### config.mk
export PLATFORM = sky130hd
export DESIGN_NAME = cordic_mult_arbiter
export DESIGN_NICKNAME = d
export VERILOG_FILES = /design/src/rtl/cordic_mult_arbiter.sv
export SDC_FILE = /design/constraint.sdc
export NUM_CORES = 1
export LEC_CHECK = 0
export ABC_AREA = 1
export BUFFER_PORTS_ARGS = -buffer_cell sky130_fd_sc_hd__buf_2
export CELL_PAD_IN_SITES_DETAIL_PLACEMENT = 0
export CELL_PAD_IN_SITES_GLOBAL_PLACEMENT = 2
export CORE_MARGIN = 2
export CORE_UTILIZATION = 24
export DETAILED_ROUTE_END_ITERATION = 12
export PLACE_DENSITY = 0.87
export SLEW_MARGIN = 10
export SYNTH_ARGS = -nofsm -noshare
export SYNTH_HDL_FRONTEND = slang
export SYNTH_SLANG_ARGS = --single-unit
### constraint.sdc
create_clock -name clk -period 3.84 [get_ports clk]
set_input_delay 0.192 -clock clk [delete_from_list [all_inputs] [get_ports clk]]
set_output_delay 0.192 -clock clk [all_outputs]
set_load 0.1 [all_outputs]
### src/rtl/cordic_mult_arbiter.sv
// Round-robin arbiter sharing one fixed-point multiplier core among M requesters.
// Ports: clk, rst (async, active-high); req/req_a/req_b from requesters;
// done/res/busy/err back to requesters; core_start/core_a/core_b/core_c/core_rdy to the core.
// Optional watchdog on the core handshake: define CMARB_TIMEOUT_EN.
module cordic_mult_arbiter #(
  parameter int N   = 16,
  parameter int M   = 4,
  parameter int TMO = 40
) (
  input  logic           clk,
  input  logic           rst,
  input  logic [M-1:0]   req,
  input  logic [M*N-1:0] req_a,
  input  logic [M*N-1:0] req_b,
  output logic [M-1:0]   done,
  output logic [N-1:0]   res,
  output logic           busy,
  output logic           err,
  output logic           core_start,
  output logic [N-1:0]   core_a,
  output logic [N-1:0]   core_b,
  input  logic [N-1:0]   core_c,
  input  logic           core_rdy
);

  localparam int IW = (M > 1) ? $clog2(M) : 1;

  if (M < 2 || M > 8 || TMO < 1) begin : g_bad_param
    $error("cordic_mult_arbiter: parameter out of range");
  end

  typedef enum logic [1:0] {
    IDLE, START, WAIT, DONE
  } state_t;

  state_t        state, nxt;
  logic [IW-1:0] ptr, idx, gidx;
  logic          gnt;
  logic          tmo_hit;

`ifdef CMARB_TIMEOUT_EN
  localparam int CW = $clog2(TMO + 1);
  logic [CW-1:0] cnt;
  logic          tmo_flag;

  // Expire on the TMO-th WAIT cycle so DONE lands TMO cycles after WAIT entry.
  assign tmo_hit = (state == WAIT) && !core_rdy &&
                   (cnt == CW'(TMO - 1));

  always_ff @(posedge clk or posedge rst) begin
    if (rst) begin
      cnt      <= '0;
      tmo_flag <= 1'b0;
    end else begin
      if (state == WAIT) begin
        cnt      <= cnt + 1'b1;
        tmo_flag <= tmo_hit;
      end else begin
        cnt      <= '0;
      end
      if (state == IDLE)
        tmo_flag <= 1'b0;
    end
  end
`else
  assign tmo_hit = 1'b0;
`endif

  // First set request at or above ptr, wrapping modulo M.
  always_comb begin
    gnt  = 1'b0;
    gidx = '0;
    for (int k = 0; k < M; k++) begin
      if (!gnt && req[(int'(ptr) + k) % M]) begin
        gnt  = 1'b1;
        gidx = IW'((int'(ptr) + k) % M);
      end
    end
  end

  always_ff @(posedge clk or posedge rst) begin
    if (rst)
      state <= IDLE;
    else
      state <= nxt;
  end

  always_comb begin
    nxt = state;
    unique case (state)
      IDLE:  if (gnt) nxt = START;
      START: nxt = WAIT;
      WAIT:  if (core_rdy || tmo_hit) nxt = DONE;
      DONE:  nxt = IDLE;
      default: nxt = IDLE;
    endcase
  end

  always_comb begin
    done       = '0;
    core_start = (state == START);
    busy       = (state != IDLE);
    if (state == DONE)
      done[idx] = 1'b1;
`ifdef CMARB_TIMEOUT_EN
    err = (state == DONE) && tmo_flag;
`else
    err = 1'b0;
`endif
  end

  always_ff @(posedge clk or posedge rst) begin
    if (rst) begin
      ptr    <= '0;
      idx    <= '0;
      res    <= '0;
      core_a <= '0;
      core_b <= '0;
    end else begin
      unique case (state)
        IDLE: begin
          if (gnt) begin
            idx    <= gidx;
            core_a <= req_a[int'(gidx) * N +: N];
            core_b <= req_b[int'(gidx) * N +: N];
          end
        end
        WAIT: begin
          if (core_rdy)
            res <= core_c;
          else if (tmo_hit)
            res <= '0;
        end
        DONE: begin
          ptr <= (idx == IW'(M - 1)) ? '0 : idx + 1'b1;
        end
        default: ;
      endcase
    end
  end

endmodule

### Yosys cells after proc, flatten, opt, wreduce, memory -nomap -nowiden

Cells that the tools add are included.
W data, S select, Z words.

* output and inout bits: 55
* word-level logic and storage cells: 68
* register bits: 54

* shift operators: 2
* add/subtract/negate cells: 4
* magnitude comparators: 6
* bitwise gates (word level): 3
* multiplexer cells: 26
* equality and inequality tests: 6
* reductions and logical operators: 15

Operators with widths (count)
* $shiftx A64 B7 Y16: 2
* $mux W2: 7
* $lt A3 B4 Y1 const B: 3
* $mux W1: 12
* $bmux W1 S2: 4
* $pmux W2 S4: 1
* $eq A2 B2 Y1 const B: 3
* $lt A2 B3 Y1 const B: 2
* $reduce_and A2 Y1: 3
* $reduce_or A2 Y1: 3
* $add A2 B1 Y2 const B: 2
* $add A2 B2 Y2 const B: 2
* $logic_and A1 B1 Y1: 4
* $mux W4: 1
* $ne A2 B2 Y1 const B: 2
* $and A1 B1 Y1 const A: 3
* $logic_not A1 Y1: 3
* $demux W1 S2: 1
* $eq A2 B1 Y1 const B: 1
* $ge A2 B1 Y1 const B: 1
* $logic_not A2 Y1: 1
* $reduce_bool A2 Y1: 1

### Depth between registers and ports, before layout

Gate-level depths: netlist of the first run.

* depth after elaboration: 16
* gate-level depth with buffers: 16

### Least setup slack after synthesis of the first run

Ideal clock, no wire load.

* path kind: register -> register
* start: register ptr[0]
* end: register core_a[10]
* library setup time: 0.127 ns
* arrival time: 1.654 ns
* stages on the path, launching flop included: 16
* data required time: 3.713 ns
* path buffers: 3
* period minus slack after synthesis: 1.781 ns
* path slack: 2.059 ns
* cells stage by stage: dfrtp_1 buf_4 nand2_2 nand2_2 nand2_2 nand2_2 nor2_4 nand3_2 nand2_2 nand2_1 buf_6 inv_6 buf_4 nand2_1 nand3_1 nand3_1

* cells in the longest elaborated chain, start to end: 13
* elaborated cells on any way between the ends: 30

RTL lines
* start: declaration: RTL line 37 `logic [IW-1:0] ptr, idx, gidx;`
* start signal: assignment: RTL line 135 `ptr <= (idx == IW'(M - 1)) ? '0 : idx + 1'b1;`
* $add A2 B1 Y2 / $bmux W1 S2 (equally long branches): RTL line 74, 76
* $bmux W1 S2 / $mux W1 (equally long branches): RTL line 74 `if (!gnt && req[(int'(ptr) + k) % M]) begin`
* $mux W1 (not written as such): RTL line 74
* $mux W1 (not written as such) / $logic_not A1 Y1 (equally long branches): RTL line 74
* $logic_and A1 B1 Y1: RTL line 74
* $mux W1: RTL line 74
* $logic_not A1 Y1: RTL line 74
* $logic_and A1 B1 Y1: RTL line 74
* $mux W1: RTL line 74
* $logic_not A1 Y1: RTL line 74
* $logic_and A1 B1 Y1: RTL line 74
* $mux W2 / $mux W1 (equally long branches): RTL line 74
* $shiftx A64 B7 Y16 / $reduce_and A2 Y1 (equally long branches)
* end signal: assignment: RTL line 124 `core_a <= req_a[int'(gidx) * N +: N];`
* end: declaration: RTL line 20 `output logic [N-1:0] core_a,`

Several ways; a longest one is shown, not always the timed one. The select of a mux whose other input is x is not followed.
A chain may end at the register's enable or synchronous reset.

### Worst setup path in the final report of the first run

* start: register ptr[0]
* end: register core_b[9]

* cells in the longest elaborated chain, start to end: 13
* elaborated cells on any way between the ends: 30

RTL lines
* $add A2 B1 Y2 / $bmux W1 S2 (equally long branches): RTL line 74, 76
* $bmux W1 S2 / $mux W1 (equally long branches): RTL line 74
* $mux W1 (not written as such): RTL line 74
* $mux W1 (not written as such) / $logic_not A1 Y1 (equally long branches): RTL line 74
* $logic_and A1 B1 Y1: RTL line 74
* $mux W1: RTL line 74
* $logic_not A1 Y1: RTL line 74
* $logic_and A1 B1 Y1: RTL line 74
* $mux W1: RTL line 74
* $logic_not A1 Y1: RTL line 74
* $logic_and A1 B1 Y1: RTL line 74
* $mux W2 / $mux W1 (equally long branches): RTL line 74
* $shiftx A64 B7 Y16 / $reduce_and A2 Y1 (equally long branches)
* end signal: assignment: RTL line 125 `core_b <= req_b[int'(gidx) * N +: N];`
* end: declaration: RTL line 21 `output logic [N-1:0] core_b,`

Several ways; a longest one is shown, not always the timed one. The select of a mux whose other input is x is not followed.

==> results of run 1 <==
==> cell type report <==
class / count / share of cell area [%]
Sequential cell: 54 / 27.1
Tap cell: 188 / 4.71
Inverter: 65 / 4.99
Multi-Input combinational cell: 405 / 38.8
Clock inverter: 3 / 0.502
Clock buffer: 5 / 2.51
Timing Repair Buffer: 210 / 21.4
==> sequential cells by signal, indices dropped and copies added, names as in the netlist <==
signal	count
res	16
core_a	16
core_b	16
idx	2
state	2
ptr	2
==> synthesized netlist by cell type (4+ instances only) <==
cell	n
sky130_fd_sc_hd__nand3b_1	6
sky130_fd_sc_hd__nand2_1	270
sky130_fd_sc_hd__ha_1	9
sky130_fd_sc_hd__nor2_1	6
sky130_fd_sc_hd__nand2_2	10
sky130_fd_sc_hd__buf_6	7
sky130_fd_sc_hd__buf_2	9
sky130_fd_sc_hd__mux2_2	16
sky130_fd_sc_hd__inv_1	60
sky130_fd_sc_hd__inv_2	4
sky130_fd_sc_hd__dfrtp_1	54
sky130_fd_sc_hd__o21ai_0	5
sky130_fd_sc_hd__nand3_1	63
sky130_fd_sc_hd__buf_4	6
sky130_fd_sc_hd__or2_1	8
==> final timing paths <==
kind                                start  cells after the start  slack, ps         to
worst max-delay path               ptr[0]                     14       1340  core_b[9]
worst min register to register  core_a[2]                      2        480  core_a[2]
worst max register to register     ptr[0]                     14       1340  core_b[9]
max in group asynchronous             rst                      4       2500  core_a[7]
min in group asynchronous             rst                      3        470    res[11]
worst min-delay path            core_c[6]                      2        120     res[6]
==> layout by cell type, fill, tap and decap left out <==
cell / count
sky130_fd_sc_hd__o21ai_1: 1
sky130_fd_sc_hd__mux2_2: 16
sky130_fd_sc_hd__a21oi_2: 1
sky130_fd_sc_hd__buf_2: 204
sky130_fd_sc_hd__dlygate4sd3_1: 1
sky130_fd_sc_hd__nor2_1: 6
sky130_fd_sc_hd__a21oi_1: 2
sky130_fd_sc_hd__nor2_4: 2
sky130_fd_sc_hd__dfrtp_1: 54
sky130_fd_sc_hd__conb_1: 1
sky130_fd_sc_hd__nor2_8: 1
sky130_fd_sc_hd__o21ai_0: 5
sky130_fd_sc_hd__inv_6: 2
sky130_fd_sc_hd__nand3_1: 63
sky130_fd_sc_hd__clkinv_4: 1
sky130_fd_sc_hd__inv_1: 59
sky130_fd_sc_hd__nand2_1: 269
sky130_fd_sc_hd__or2_1: 8
sky130_fd_sc_hd__nand3b_1: 6
sky130_fd_sc_hd__clkbuf_16: 5
sky130_fd_sc_hd__inv_2: 5
sky130_fd_sc_hd__clkinvlp_4: 1
sky130_fd_sc_hd__nand3_2: 3
sky130_fd_sc_hd__buf_4: 5
sky130_fd_sc_hd__nand4_1: 1
sky130_fd_sc_hd__nand2_2: 11
sky130_fd_sc_hd__ha_1: 9
==> cells by family after synthesis <==
group | count (synthesis) | share of synthesized area, %
other | 1 | 0.101
adder cells (fa/ha/maj) | 9 | 3.03
flip-flops | 54 | 36.4
AO/OA/AOI/OAI | 9 | 1.31
AND/OR/NAND/NOR | 370 | 42.8
buffers and inverters | 90 | 11.6
multiplexers | 16 | 4.85
==> critical path, delay by kind of cell, from the launching register on <==
kind                   cells  cell delay (ps)
AO/OA/AOI/OAI              1              120
buffers and inverters      2              520
flip-flops                 1              570
AND/OR/NAND/NOR           11             1190
==> layer usage <==
layer  routed length, µm  part of all wire [%]  track usage (%)  up-vias
li1                    -                     -                -     2053
met1                5600                    45             18.9     1769
met2                6120                    49             25.8      102
met3                 583                   4.7             2.91       10
met4                 128                   1.0             3.04        0
met5                   0                     0                0        -
==> through the flow <==
stage                     area, µm²  setup slack, ps  util [%]  cells
after detailed placement       4830             1330      31.9    921
final                          4990             1340      32.9    930
after floorplan                3710             2060         -    549
after global routing           4990              973      32.9    930
after CTS                      4990             1320      32.9    930
after global placement         4830             1380      31.9    921
==> impl_results.html, run 1 <==
<table>
<tr><th>Metric</th><th>Value</th></tr>
<tr><th colspan="2">Detailed routing</th></tr>
<tr><td>DRC errors left</td><td>0</td></tr>
<tr><td>Drt via density</td><td>around 4.2</td></tr>
<tr><td>Via total after detailed routing</td><td>3,934</td></tr>
<tr><td>Drt wl/cell</td><td>approximately 13 µm</td></tr>
<tr><td>Initial DRC Count</td><td>~180</td></tr>
<tr><td>Final wirelength</td><td>12.4 mm</td></tr>
<tr><td>Antenna Violating Nets Remaining</td><td>0</td></tr>
<tr><td>Count of TritonRoute iterations in the first routing pass</td><td>6</td></tr>
<tr><th colspan="2">Finish</th></tr>
<tr><td>Net total in the final layout</td><td>901</td></tr>
<tr><td>Area of the multi-input gates</td><td>1940 µm²</td></tr>
<tr><td>Count of antenna diodes in the layout</td><td>0</td></tr>
<tr><td>Fraction of layout instances using a drive strength above 1</td><td>34.6%</td></tr>
<tr><td>Fillers</td><td>1,720</td></tr>
<tr><td>Area growth from synthesis to layout</td><td>34.4%</td></tr>
<tr><td>Footprint of the flip-flops and latches</td><td>1350 µm²</td></tr>
<tr><th colspan="2">Clocking</th></tr>
<tr><td>Hold Buf Count CTS</td><td>1</td></tr>
<tr><td>CTS tree</td><td>yes</td></tr>
<tr><td>Deepest level of the CTS H-tree</td><td>2</td></tr>
<tr><td>CTS Buf Count</td><td>5</td></tr>
<tr><td>Count of instances resized after the clock tree is built</td><td>0</td></tr>
<tr><td>Clock net sink count</td><td>54</td></tr>
<tr><td>Clock transition at path regs</td><td>approximately 80 ps</td></tr>
<tr><td>Postcts setup bufs</td><td>0</td></tr>
<tr><td>Clk_lat worst skew</td><td>300 ps</td></tr>
<tr><td>Root Buffer</td><td>sky130_fd_sc_hd__clkbuf_16</td></tr>
<tr><td>Clock tree buffer depth</td><td>2</td></tr>
<tr><th colspan="2">Yosys</th></tr>
<tr><td>Synth Instances</td><td>549</td></tr>
<tr><td>Yosys cell types</td><td>26</td></tr>
<tr><td>Flip-flop cell with the highest count after synthesis</td><td>sky130_fd_sc_hd__dfrtp_1</td></tr>
<tr><td>Area share of the largest cell type after synthesis</td><td>36.4%</td></tr>
<tr><td>Proportion of synthesized chip area in sequential cells</td><td>between 30 and 40%</td></tr>
<tr><td>Async SR Flop Fraction</td><td>100%</td></tr>
<tr><td>Post-synthesis area per instance</td><td>6.76 µm²</td></tr>
<tr><td>Ranking of synthesized cells by area</td><td>sky130_fd_sc_hd__dfrtp_1 36%, sky130_fd_sc_hd__nand2_1 27%, sky130_fd_sc_hd__nand3_1 8.5%</td></tr>
<tr><td>YS warnings</td><td>0</td></tr>
<tr><td>Post-synth EDFFs</td><td>0</td></tr>
<tr><td>Cell type with the highest aggregate area in the netlist</td><td>sky130_fd_sc_hd__dfrtp_1</td></tr>
<tr><td>Number of register bits inferred by synthesis</td><td>54</td></tr>
<tr><td>Syn_nets</td><td>709</td></tr>
<tr><td>Cell area after synthesis</td><td>3710 µm²</td></tr>
<tr><th colspan="2">Floorplanning</th></tr>
<tr><td>Standard-cell row count</td><td>45</td></tr>
<tr><td>Horizontal die dimension</td><td>~130 µm</td></tr>
<tr><td>Die Footprint</td><td>~16,000 µm²</td></tr>
<tr><td>Die Span Y</td><td>between 100 and 150 µm</td></tr>
<tr><td>Initial cell density of the core</td><td>24.5%</td></tr>
<tr><td>Std-Cell Core Area</td><td>15,100 µm²</td></tr>
<tr><td>Boundary Pins</td><td>206</td></tr>
<tr><th colspan="2">GRT</th></tr>
<tr><td>Global-route wire length before repair</td><td>19.2 mm</td></tr>
<tr><td>Grt total ovfl</td><td>0</td></tr>
<tr><td>Global routing usage summed across all routing layers</td><td>14.7%</td></tr>
<tr><td>Pin count of the biggest net entering global routing</td><td>45</td></tr>
<tr><td>Number of global-route vias before repair</td><td>3,871</td></tr>
<tr><td>Initial antenna violation count</td><td>0</td></tr>
<tr><th colspan="2">Critical path</th></tr>
<tr><td>Required time of the worst setup path</td><td>4030 ps</td></tr>
<tr><td>Data arrival time of the critical path</td><td>2690 ps</td></tr>
<tr><td>Crit path top cell by count</td><td>sky130_fd_sc_hd__nand2_1</td></tr>
<tr><td>Critical path's slowest cell</td><td>sky130_fd_sc_hd__dfrtp_1</td></tr>
<tr><td>Critical path type</td><td>register to register</td></tr>
<tr><td>Crit path max fanout</td><td>39</td></tr>
<tr><td>Sort of element at the start of the critical path</td><td>register</td></tr>
<tr><td>Largest incremental delay on the critical path</td><td>570 ps</td></tr>
<tr><td>Critical Path End Type</td><td>register</td></tr>
<tr><td>Critical path, cell by cell</td><td>inv_2 &gt; nand2_1 &gt; nand2_2 &gt; nand2_1 &gt; nand2_1 &gt; a21oi_1 &gt; nand2_1 &gt; nand2_2 &gt; buf_4 &gt; nand2_1 &gt; nand3_1 &gt; nand2_1 &gt; nand2_1 &gt; nand2_1</td></tr>
<tr><th colspan="2">STA</th></tr>
<tr><td>Worst hold margin</td><td>121 ps</td></tr>
<tr><td>Number of setup violations in the final report</td><td>0</td></tr>
<tr><td>Tmin final</td><td>2500 ps</td></tr>
<tr><td>Crit share post-route</td><td>65.0%</td></tr>
<tr><td>Worst-margin pin slew</td><td>752 ps</td></tr>
<tr><td>Hold Vio Cnt, Final</td><td>0</td></tr>
<tr><td>Setup clock skew after layout</td><td>about 4.5 ps</td></tr>
<tr><td>Sum Neg Setup Slack</td><td>0 ps</td></tr>
<tr><td>Unrepaired setup endpoints after global routing</td><td>false</td></tr>
<tr><td>Worst relative slew slack</td><td>about half</td></tr>
<tr><td>Fmax</td><td>0.400 GHz</td></tr>
<tr><td>Number of max-slew violations in the final report</td><td>0</td></tr>
<tr><th colspan="2">Run status</th></tr>
<tr><td>Run status</td><td>finished clean</td></tr>
<tr><th colspan="2">Placed design</th></tr>
<tr><td>GPL Wtd Cong</td><td>between 0.7 and 0.8</td></tr>
<tr><td>Post-DP HPWL</td><td>9.36 mm</td></tr>
<tr><td>Number of port buffers</td><td>204</td></tr>
<tr><th colspan="2">Worst hold path</th></tr>
<tr><td>Worst min-delay path class</td><td>input port to register</td></tr>
<tr><th colspan="2">Run</th></tr>
<tr><td>Max cap viols</td><td>0</td></tr>
</table>
Power of run 1 is left out: the tool's default activity adds up to more than one toggle a clock period on the data nets, which glitch-free logic cannot reach.
==> run 2, diff against run 1 <==
--- a/config.mk
+++ b/config.mk
@@ -5,14 +5,14 @@
 export SDC_FILE = /design/constraint.sdc
 export NUM_CORES = 1
 export LEC_CHECK = 0
-export ABC_AREA = 1
+export ABC_AREA = 0
 export BUFFER_PORTS_ARGS = -buffer_cell sky130_fd_sc_hd__buf_2
 export CELL_PAD_IN_SITES_DETAIL_PLACEMENT = 0
 export CELL_PAD_IN_SITES_GLOBAL_PLACEMENT = 2
 export CORE_MARGIN = 2
-export CORE_UTILIZATION = 24
+export CORE_UTILIZATION = 23
 export DETAILED_ROUTE_END_ITERATION = 12
-export PLACE_DENSITY = 0.87
+export PLACE_DENSITY = 0.81
 export SLEW_MARGIN = 10
 export SYNTH_ARGS = -nofsm -noshare
 export SYNTH_HDL_FRONTEND = slang
==> constraint.sdc (replaced) <==
create_clock -name clk -period 2.53 [get_ports clk]
set_input_delay 0.1265 -clock clk [delete_from_list [all_inputs] [get_ports clk]]
set_output_delay 0.1265 -clock clk [all_outputs]
set_load 0.1 [all_outputs]
==> run 2 against run 1 <==
Compared with the run above:
- fmax rose by 29%
- synthesized cell count fell by 45%
- sequential cell count did not move
- critical path type unchanged
==> impl_results.html, run 2 <==
<table>
<tr><th>Metric</th><th>Value</th></tr>
<tr><th colspan="2">STA</th></tr>
<tr><td>Hold Vio Cnt, Final</td><td>0 (unchanged)</td></tr>
<tr><td>Worst-margin pin slew</td><td>709 ps (-42.2 ps)</td></tr>
<tr><td>Setup clock skew after layout</td><td>3.58 ps (-0.900 ps)</td></tr>
<tr><td>Sum Neg Setup Slack</td><td>0 ps (unchanged)</td></tr>
<tr><td>Fmax</td><td>0.516 GHz (+29%)</td></tr>
<tr><td>Number of max-slew violations in the final report</td><td>0 (unchanged)</td></tr>
<tr><td>Number of setup violations in the final report</td><td>0 (unchanged)</td></tr>
<tr><td>Tmin final</td><td>1940 ps (-561 ps)</td></tr>
<tr><td>Unrepaired setup endpoints after global routing</td><td>false</td></tr>
<tr><td>Worst relative slew slack</td><td>52.7% (+2.9 points)</td></tr>
<tr><td>Crit share post-route</td><td>76.6% (+12 points)</td></tr>
<tr><th colspan="2">Clocking</th></tr>
<tr><td>CTS tree</td><td>yes</td></tr>
<tr><td>Clock net sink count</td><td>54 (unchanged)</td></tr>
<tr><td>Postcts setup bufs</td><td>0 (unchanged)</td></tr>
<tr><td>Root Buffer</td><td>sky130_fd_sc_hd__clkbuf_16</td></tr>
<tr><td>Clock tree buffer depth</td><td>2 (unchanged)</td></tr>
<tr><td>Clock transition at path regs</td><td>70 ps (about the same)</td></tr>
<tr><td>CTS Buf Count</td><td>5 (unchanged)</td></tr>
<tr><td>Deepest level of the CTS H-tree</td><td>2 (unchanged)</td></tr>
<tr><td>Hold Buf Count CTS</td><td>0 (-1)</td></tr>
<tr><td>Clk_lat worst skew</td><td>290 ps (about the same)</td></tr>
<tr><td>Count of instances resized after the clock tree is built</td><td>0 (unchanged)</td></tr>
<tr><th colspan="2">Critical path</th></tr>
<tr><td>Sort of element at the start of the critical path</td><td>register</td></tr>
<tr><td>Crit path max fanout</td><td>26 (-33%)</td></tr>
<tr><td>Data arrival time of the critical path</td><td>2110 ps (-580 ps)</td></tr>
<tr><td>Critical path type</td><td>register to register</td></tr>
<tr><td>Required time of the worst setup path</td><td>2700 ps (-1330 ps)</td></tr>
<tr><td>Critical Path End Type</td><td>register</td></tr>
<tr><th colspan="2">Yosys</th></tr>
<tr><td>Proportion of synthesized chip area in sequential cells</td><td>43.8% (+7.4 points)</td></tr>
<tr><td>Ranking of synthesized cells by area</td><td>sky130_fd_sc_hd__dfrtp_1 44%, sky130_fd_sc_hd__mux2i_1 11%, sky130_fd_sc_hd__o2bb2ai_1 9.1%</td></tr>
<tr><td>Cell type with the highest aggregate area in the netlist</td><td>sky130_fd_sc_hd__dfrtp_1</td></tr>
<tr><td>Cell types with the highest counts after synthesis</td><td>68 x sky130_fd_sc_hd__nand2_1, 54 x sky130_fd_sc_hd__dfrtp_1, 33 x sky130_fd_sc_hd__mux2i_1, 32 x sky130_fd_sc_hd__a31oi_1, 32 x sky130_fd_sc_hd__o2bb2ai_1</td></tr>
<tr><td>Synth Instances</td><td>301 (-45%)</td></tr>
<tr><td>Flip-flop cell with the highest count after synthesis</td><td>sky130_fd_sc_hd__dfrtp_1</td></tr>
<tr><td>YS warnings</td><td>0 (unchanged)</td></tr>
<tr><td>Cell area after synthesis</td><td>3090 µm² (-17%)</td></tr>
<tr><td>Syn_nets</td><td>461 (-35%)</td></tr>
<tr><td>Async SR Flop Fraction</td><td>100% (unchanged)</td></tr>
<tr><td>Post-synthesis area per instance</td><td>10.3 µm² (+52%)</td></tr>
<tr><td>Area share of the largest cell type after synthesis</td><td>43.8% (+7.4 points)</td></tr>
<tr><td>Most numerous cell in the Yosys netlist</td><td>sky130_fd_sc_hd__nand2_1</td></tr>
<tr><td>Yosys cell types</td><td>31 (+19%)</td></tr>
<tr><td>Post-synth EDFFs</td><td>0 (unchanged)</td></tr>
<tr><td>Number of register bits inferred by synthesis</td><td>54 (unchanged)</td></tr>
<tr><th colspan="2">Finish</th></tr>
<tr><td>Post-route cell area</td><td>4480 µm² (-10%)</td></tr>
<tr><td>Leading cell type in the layout, fill and taps excluded</td><td>sky130_fd_sc_hd__buf_2</td></tr>
<tr><td>Footprint of the flip-flops and latches</td><td>1350 µm² (unchanged)</td></tr>
<tr><td>Regs by FF count</td><td>core_a x16, core_b x16, res x16</td></tr>
<tr><td>Count of antenna diodes in the layout</td><td>0 (unchanged)</td></tr>
<tr><td>Area of the multi-input gates</td><td>1590 µm² (-18%)</td></tr>
<tr><td>Area growth from synthesis to layout</td><td>45.3%</td></tr>
<tr><td>Fraction of layout instances using a drive strength above 1</td><td>48.7% (+14 points)</td></tr>
<tr><td>Fillers</td><td>1,424 (-17%)</td></tr>
<tr><td>Most frequent cells in the layout</td><td>204 x sky130_fd_sc_hd__buf_2, 68 x sky130_fd_sc_hd__nand2_1, 54 x sky130_fd_sc_hd__dfrtp_1</td></tr>
<tr><td>Net total in the final layout</td><td>660 (-27%)</td></tr>
<tr><th colspan="2">GRT</th></tr>
<tr><td>Initial antenna violation count</td><td>0 (unchanged)</td></tr>
<tr><td>Number of global-route vias before repair</td><td>3,086 (-20%)</td></tr>
<tr><td>Global-route wire length before repair</td><td>15.5 mm (-19%)</td></tr>
<tr><td>Global routing usage summed across all routing layers</td><td>13.7% (-1.0 points)</td></tr>
<tr><td>Grt total ovfl</td><td>0 (unchanged)</td></tr>
<tr><td>Pin count of the biggest net entering global routing</td><td>55 (+22%)</td></tr>
<tr><th colspan="2">Detailed routing</th></tr>
<tr><td>Final wirelength</td><td>10.0 mm (-20%)</td></tr>
<tr><td>Antenna Violating Nets Remaining</td><td>0 (unchanged)</td></tr>
<tr><td>Drt via density</td><td>4.56 (+7.8%)</td></tr>
<tr><td>DRC errors left</td><td>0 (unchanged)</td></tr>
<tr><td>Initial DRC Count</td><td>114 (-36%)</td></tr>
<tr><td>Count of TritonRoute iterations in the first routing pass</td><td>4 (-2)</td></tr>
<tr><td>Via total after detailed routing</td><td>3,088 (-22%)</td></tr>
<tr><td>Drt wl/cell</td><td>14.8 µm (+10%)</td></tr>
<tr><th colspan="2">Floorplanning</th></tr>
<tr><td>Std-Cell Core Area</td><td>13,200 µm² (-13%)</td></tr>
<tr><td>Standard-cell row count</td><td>42 (-6.7%)</td></tr>
<tr><td>Initial cell density of the core</td><td>23.4% (-1.1 points)</td></tr>
<tr><td>Boundary Pins</td><td>206 (unchanged)</td></tr>
<tr><td>Die Footprint</td><td>14,400 µm² (-13%)</td></tr>
<tr><td>Die Span Y</td><td>120 µm (-6.7%)</td></tr>
<tr><td>Horizontal die dimension</td><td>120 µm (-6.7%)</td></tr>
<tr><th colspan="2">Placed design</th></tr>
<tr><td>Post-DP HPWL</td><td>7.63 mm (-18%)</td></tr>
<tr><td>Cell area after placement</td><td>4320 µm² (-11%)</td></tr>
<tr><td>GPL Wtd Cong</td><td>0.752 (-3.8%)</td></tr>
<tr><td>Number of port buffers</td><td>204 (unchanged)</td></tr>
<tr><th colspan="2">Run status</th></tr>
<tr><td>Run status</td><td>finished clean</td></tr>
<tr><th colspan="2">Run</th></tr>
<tr><td>Max cap viols</td><td>0 (unchanged)</td></tr>
<tr><th colspan="2">Worst hold path</th></tr>
<tr><td>Worst min-delay path class</td><td>input port to asynchronous set/reset pin</td></tr>
</table>
==> run 2: changes by cell type in the layout (fill, tap and decap cells not counted), sizes merged, moves of 32 or more <==
cell     delta
a31oi      +32
inv        -58
mux2i      +33
nand2     -212
nand3      -66
o2bb2ai    +32
==> run 2: cell families after synthesis <==
kind of cell	count (synthesis)	synth area share, %
simple gates	83	11.2
compound gates	74	18.2
flops	54	43.8
mux	51	17.3
buf+inv	29	5.80
fa+ha+maj	9	3.65
other cells	1	0.122
==> run 2: final cells by class <==
class / count / area share, %
Clock inverter: 2 / 0.838
Multi-Input combinational cell: 218 / 35.4
Clock buffer: 6 / 2.88
Inverter: 8 / 0.670
Timing Repair Buffer: 213 / 25.1
Tap cell: 176 / 4.91
Sequential cell: 54 / 30.2
==> run 2: through the flow <==
step,cells,util (%),worst slack [ps],hold slack (ps)
floorplan,301,-,457,264
global placement,669,32.7,643,361
detailed placement,669,32.7,557,369
CTS,677,34.0,555,52.4
global route,677,34.0,450,51.4
finish,677,34.0,593,19.9
==> run 2: final timing paths <==
check | depth (start not counted) | startpoint | slack (ps) | to
max | 6 | ptr[1] | 590 | core_a[12]
max reg2reg | 6 | ptr[1] | 590 | core_a[12]
max in group asynchronous | 3 | rst | 2040 | core_b[15]
min | 3 | rst | 20 | res[3]
min in group clk | 2 | core_c[9] | 60 | res[9]
min reg2reg | 1 | res[2] | 500 | res[2]
==> run 2: routing by layer <==
metal	wire length (µm)	GRT usage, %	vias to the layer above
met5	0	0	-
met4	78	2.87	0
met3	886	4.33	8
met2	4790	23.5	141
met1	4240	16.8	1450
li1	-	-	1489
==> run 2: worst max-delay path: stages, from the launching register on <==
cell and delay (ps):
sky130_fd_sc_hd__dfrtp_1 440, sky130_fd_sc_hd__or3b_1 450, sky130_fd_sc_hd__o221ai_4 100, sky130_fd_sc_hd__buf_4 370, sky130_fd_sc_hd__mux2i_1 260, sky130_fd_sc_hd__o2bb2ai_1 130
sky130_fd_sc_hd__a31oi_1 50
Power of run 2 is left out for the same reason.
==> run 3, diff against run 2 <==
==> constraint.sdc (replaced) <==
create_clock -name clk -period 1.9 [get_ports clk]
set_input_delay 0.095 -clock clk [delete_from_list [all_inputs] [get_ports clk]]
set_output_delay 0.095 -clock clk [all_outputs]
set_load 0.1 [all_outputs]
==> run 3 against run 2 <==
Compared with the run above:
- worst setup slack got worse by 530 ps
- sequential share of layout area down 2.5 points
- cell area is 9.1% higher
- clock-buffer cell count shrank 1
- critical path depth rose by 1
- non-clock buffer count grew 29
- critical path type unchanged
- critical endpoint is now core_a[6]
- largest cell class unchanged
==> impl_results.html, run 3 (synthesis gave the netlist of run 2 again) <==
<table>
<tr><th>Metric</th><th>Value</th></tr>
<tr><th colspan="2">Run status</th></tr>
<tr><td>Run status</td><td>finished clean</td></tr>
<tr><th colspan="2">Detailed routing</th></tr>
<tr><td>Met2 wire length</td><td>5.50 mm (+15%)</td></tr>
<tr><td>Antenna Violating Nets Remaining</td><td>0 (unchanged)</td></tr>
<tr><td>Initial DRC Count</td><td>117 (+2.6%)</td></tr>
<tr><td>Final wirelength</td><td>11.0 mm (+10%)</td></tr>
<tr><td>Wire length on met1</td><td>4.72 mm (+11%)</td></tr>
<tr><td>Drt wl/cell</td><td>15.6 µm (+5.7%)</td></tr>
<tr><td>Via total after detailed routing</td><td>3,224 (+4.4%)</td></tr>
<tr><td>DRC errors left</td><td>0 (unchanged)</td></tr>
<tr><td>Drt via density</td><td>4.56 (about the same)</td></tr>
<tr><td>Metal3 WL</td><td>786 µm (-11%)</td></tr>
<tr><td>DR top layer</td><td>met4</td></tr>
<tr><td>Count of TritonRoute iterations in the first routing pass</td><td>4 (unchanged)</td></tr>
<tr><th colspan="2">Worst hold path</th></tr>
<tr><td>Worst min-delay path class</td><td>input port to register</td></tr>
<tr><td>Cells on Worst Hold Path</td><td>2</td></tr>
<tr><th colspan="2">STA</th></tr>
<tr><td>Tmin final</td><td>1830 ps (-104 ps)</td></tr>
<tr><td>Fmax</td><td>0.546 GHz (+5.7%)</td></tr>
<tr><td>Number of max-slew violations in the final report</td><td>0 (unchanged)</td></tr>
<tr><td>Crit share post-route</td><td>96.5% (+20 points)</td></tr>
<tr><td>Unrepaired setup endpoints after global routing</td><td>true</td></tr>
<tr><td>Hold Vio Cnt, Final</td><td>0 (unchanged)</td></tr>
<tr><td>Worst-margin pin slew</td><td>512 ps (-197 ps)</td></tr>
<tr><td>Number of setup violations in the final report</td><td>0 (unchanged)</td></tr>
<tr><td>Worst setup margin</td><td>67.0 ps (-526 ps)</td></tr>
<tr><td>Setup clock skew after layout</td><td>4.63 ps (+1.05 ps)</td></tr>
<tr><td>Worst relative slew slack</td><td>66.1% (+13 points)</td></tr>
<tr><th colspan="2">Critical path</th></tr>
<tr><td>Crit path max fanout</td><td>7 (-73%)</td></tr>
<tr><td>Required time of the worst setup path</td><td>2060 ps (-640 ps)</td></tr>
<tr><td>Critical path type</td><td>register to register</td></tr>
<tr><td>Critical Path End Type</td><td>register</td></tr>
<tr><td>R2R cell count</td><td>7 (+1)</td></tr>
<tr><td>Data arrival time of the critical path</td><td>1990 ps (-120 ps)</td></tr>
<tr><td>Sort of element at the start of the critical path</td><td>register</td></tr>
<tr><th colspan="2">Finish</th></tr>
<tr><td>Fraction of layout instances using a drive strength above 1</td><td>54.2% (+5.5 points)</td></tr>
<tr><td>Most frequent cells in the layout</td><td>204 x sky130_fd_sc_hd__buf_2, 68 x sky130_fd_sc_hd__nand2_1, 53 x sky130_fd_sc_hd__dfrtp_1</td></tr>
<tr><td>Regs by FF count</td><td>core_a x16, core_b x16, res x16</td></tr>
<tr><td>Utilization after layout</td><td>37.1% (+3.1 points)</td></tr>
<tr><td>Area growth from synthesis to layout</td><td>58.5%</td></tr>
<tr><td>Net total in the final layout</td><td>690 (+4.5%)</td></tr>
<tr><td>Count of antenna diodes in the layout</td><td>0 (unchanged)</td></tr>
<tr><td>Leading cell type in the layout, fill and taps excluded</td><td>sky130_fd_sc_hd__buf_2</td></tr>
<tr><td>Number of standard cells in the layout, taps in and fillers out</td><td>707 (+4.4%)</td></tr>
<tr><th colspan="2">Placed design</th></tr>
<tr><td>Number of instances in the placed design</td><td>687 (+2.7%)</td></tr>
<tr><td>Number of port buffers</td><td>204 (unchanged)</td></tr>
<tr><td>GPL Wtd Cong</td><td>0.761 (+1.2%)</td></tr>
<tr><td>Post-DP HPWL</td><td>7.96 mm (+4.3%)</td></tr>
<tr><td>Worst setup slack after placement</td><td>-399 ps (-956 ps)</td></tr>
<tr><th colspan="2">Floorplanning</th></tr>
<tr><td>Horizontal die dimension</td><td>120 µm (unchanged)</td></tr>
<tr><td>Boundary Pins</td><td>206 (unchanged)</td></tr>
<tr><td>Die Span Y</td><td>120 µm (unchanged)</td></tr>
<tr><td>Standard-cell row count</td><td>42 (unchanged)</td></tr>
<tr><td>Die Footprint</td><td>14,400 µm² (unchanged)</td></tr>
<tr><td>Std-Cell Core Area</td><td>13,200 µm² (unchanged)</td></tr>
<tr><td>Initial cell density of the core</td><td>23.4% (unchanged)</td></tr>
<tr><th colspan="2">GRT</th></tr>
<tr><td>Number of global-route vias before repair</td><td>3,304 (+7.1%)</td></tr>
<tr><td>Global routing usage summed across all routing layers</td><td>14.3% (+0.61 points)</td></tr>
<tr><td>Grt total ovfl</td><td>0 (unchanged)</td></tr>
<tr><td>Pin count of the biggest net entering global routing</td><td>29 (-47%)</td></tr>
<tr><td>Initial antenna violation count</td><td>0 (unchanged)</td></tr>
<tr><td>Global-route wire length before repair</td><td>16.5 mm (+5.9%)</td></tr>
<tr><th colspan="2">Clocking</th></tr>
<tr><td>Deepest level of the CTS H-tree</td><td>2 (unchanged)</td></tr>
<tr><td>Clock net sink count</td><td>54 (unchanged)</td></tr>
<tr><td>Clock tree buffer depth</td><td>2 (unchanged)</td></tr>
<tr><td>CTS Buf Count</td><td>5 (unchanged)</td></tr>
<tr><td>Clock transition at path regs</td><td>70 ps (about the same)</td></tr>
<tr><td>CTS tree</td><td>yes</td></tr>
<tr><td>Root Buffer</td><td>sky130_fd_sc_hd__clkbuf_16</td></tr>
<tr><td>Clk_lat worst skew</td><td>290 ps (about the same)</td></tr>
<tr><th colspan="2">Run</th></tr>
<tr><td>Max cap viols</td><td>0 (unchanged)</td></tr>
</table>
==> run 3: cell count changes in the layout (fill, tap and decap cells not counted), moves of 2 or more <==
cell,previous run,this run
sky130_fd_sc_hd__clkbuf_16,5,9
sky130_fd_sc_hd__buf_4,6,28
sky130_fd_sc_hd__o2bb2ai_1,32,29
sky130_fd_sc_hd__mux2i_1,33,28
sky130_fd_sc_hd__mux2i_2,0,4
sky130_fd_sc_hd__inv_1,7,5
sky130_fd_sc_hd__clkinv_2,0,2
sky130_fd_sc_hd__o2bb2ai_2,0,3
==> run 3: worst paths after layout <==
path                            from   endpoint  slack, ps
hold / removal             core_c[5]     res[5]         30
setup / recovery              ptr[1]  core_a[6]         70
setup reg to reg              ptr[1]  core_a[6]         70
max in group asynchronous        rst  core_a[7]        860
min in group asynchronous        rst     res[0]        370
hold reg to reg               res[5]     res[5]        500
==> run 3: metrics by stage <==
step / hold slack [ps] / TNS (ps) / area (µm²)
CTS: 26.5 / -3.20 / 4690
global placement: 138 / -6490 / 4470
floorplan: 232 / 0 / 3140
detailed placement: 145 / -7220 / 4470
global route: 24.2 / -25.6 / 4890
finish: 33.5 / 0 / 4890
==> run 3: critical path: stages, from the launching register on <==
cell and delay (ps):
sky130_fd_sc_hd__dfrtp_2 450, sky130_fd_sc_hd__or3b_4 410, sky130_fd_sc_hd__o221ai_4 90, sky130_fd_sc_hd__buf_12 180
sky130_fd_sc_hd__buf_12 140, sky130_fd_sc_hd__mux2i_2 230, sky130_fd_sc_hd__o2bb2ai_1 140, sky130_fd_sc_hd__a31oi_1 60
==> run 3: layer usage <==
metal / up-vias / global-route usage (%)
met5: - / 0
met4: 0 / 1.54
met3: 2 / 3.71
met2: 136 / 25.3
met1: 1541 / 18.1
li1: 1545 / -
==> run 3: final cells by class <==
type / count / area [µm²]
Tap cell: 176 / 220
Clock inverter: 3 / 40.0
Inverter: 8 / 33.8
Multi-Input combinational cell: 219 / 1670
Sequential cell: 54 / 1350
Timing Repair Buffer: 242 / 1450
Fill cell: 1378 / 8300
Clock buffer: 5 / 125
==> run 3: what timing repair did <==
action,in CTS,in global routing
gates cloned,1,4
hold buffers,1,0
pin swaps,1,4
resized for setup,3,11
endpoints found under the hold margin,21,0
buffers inserted,2,5
setup endpoints to repair,32,32
Power of run 3 is left out for the same reason.
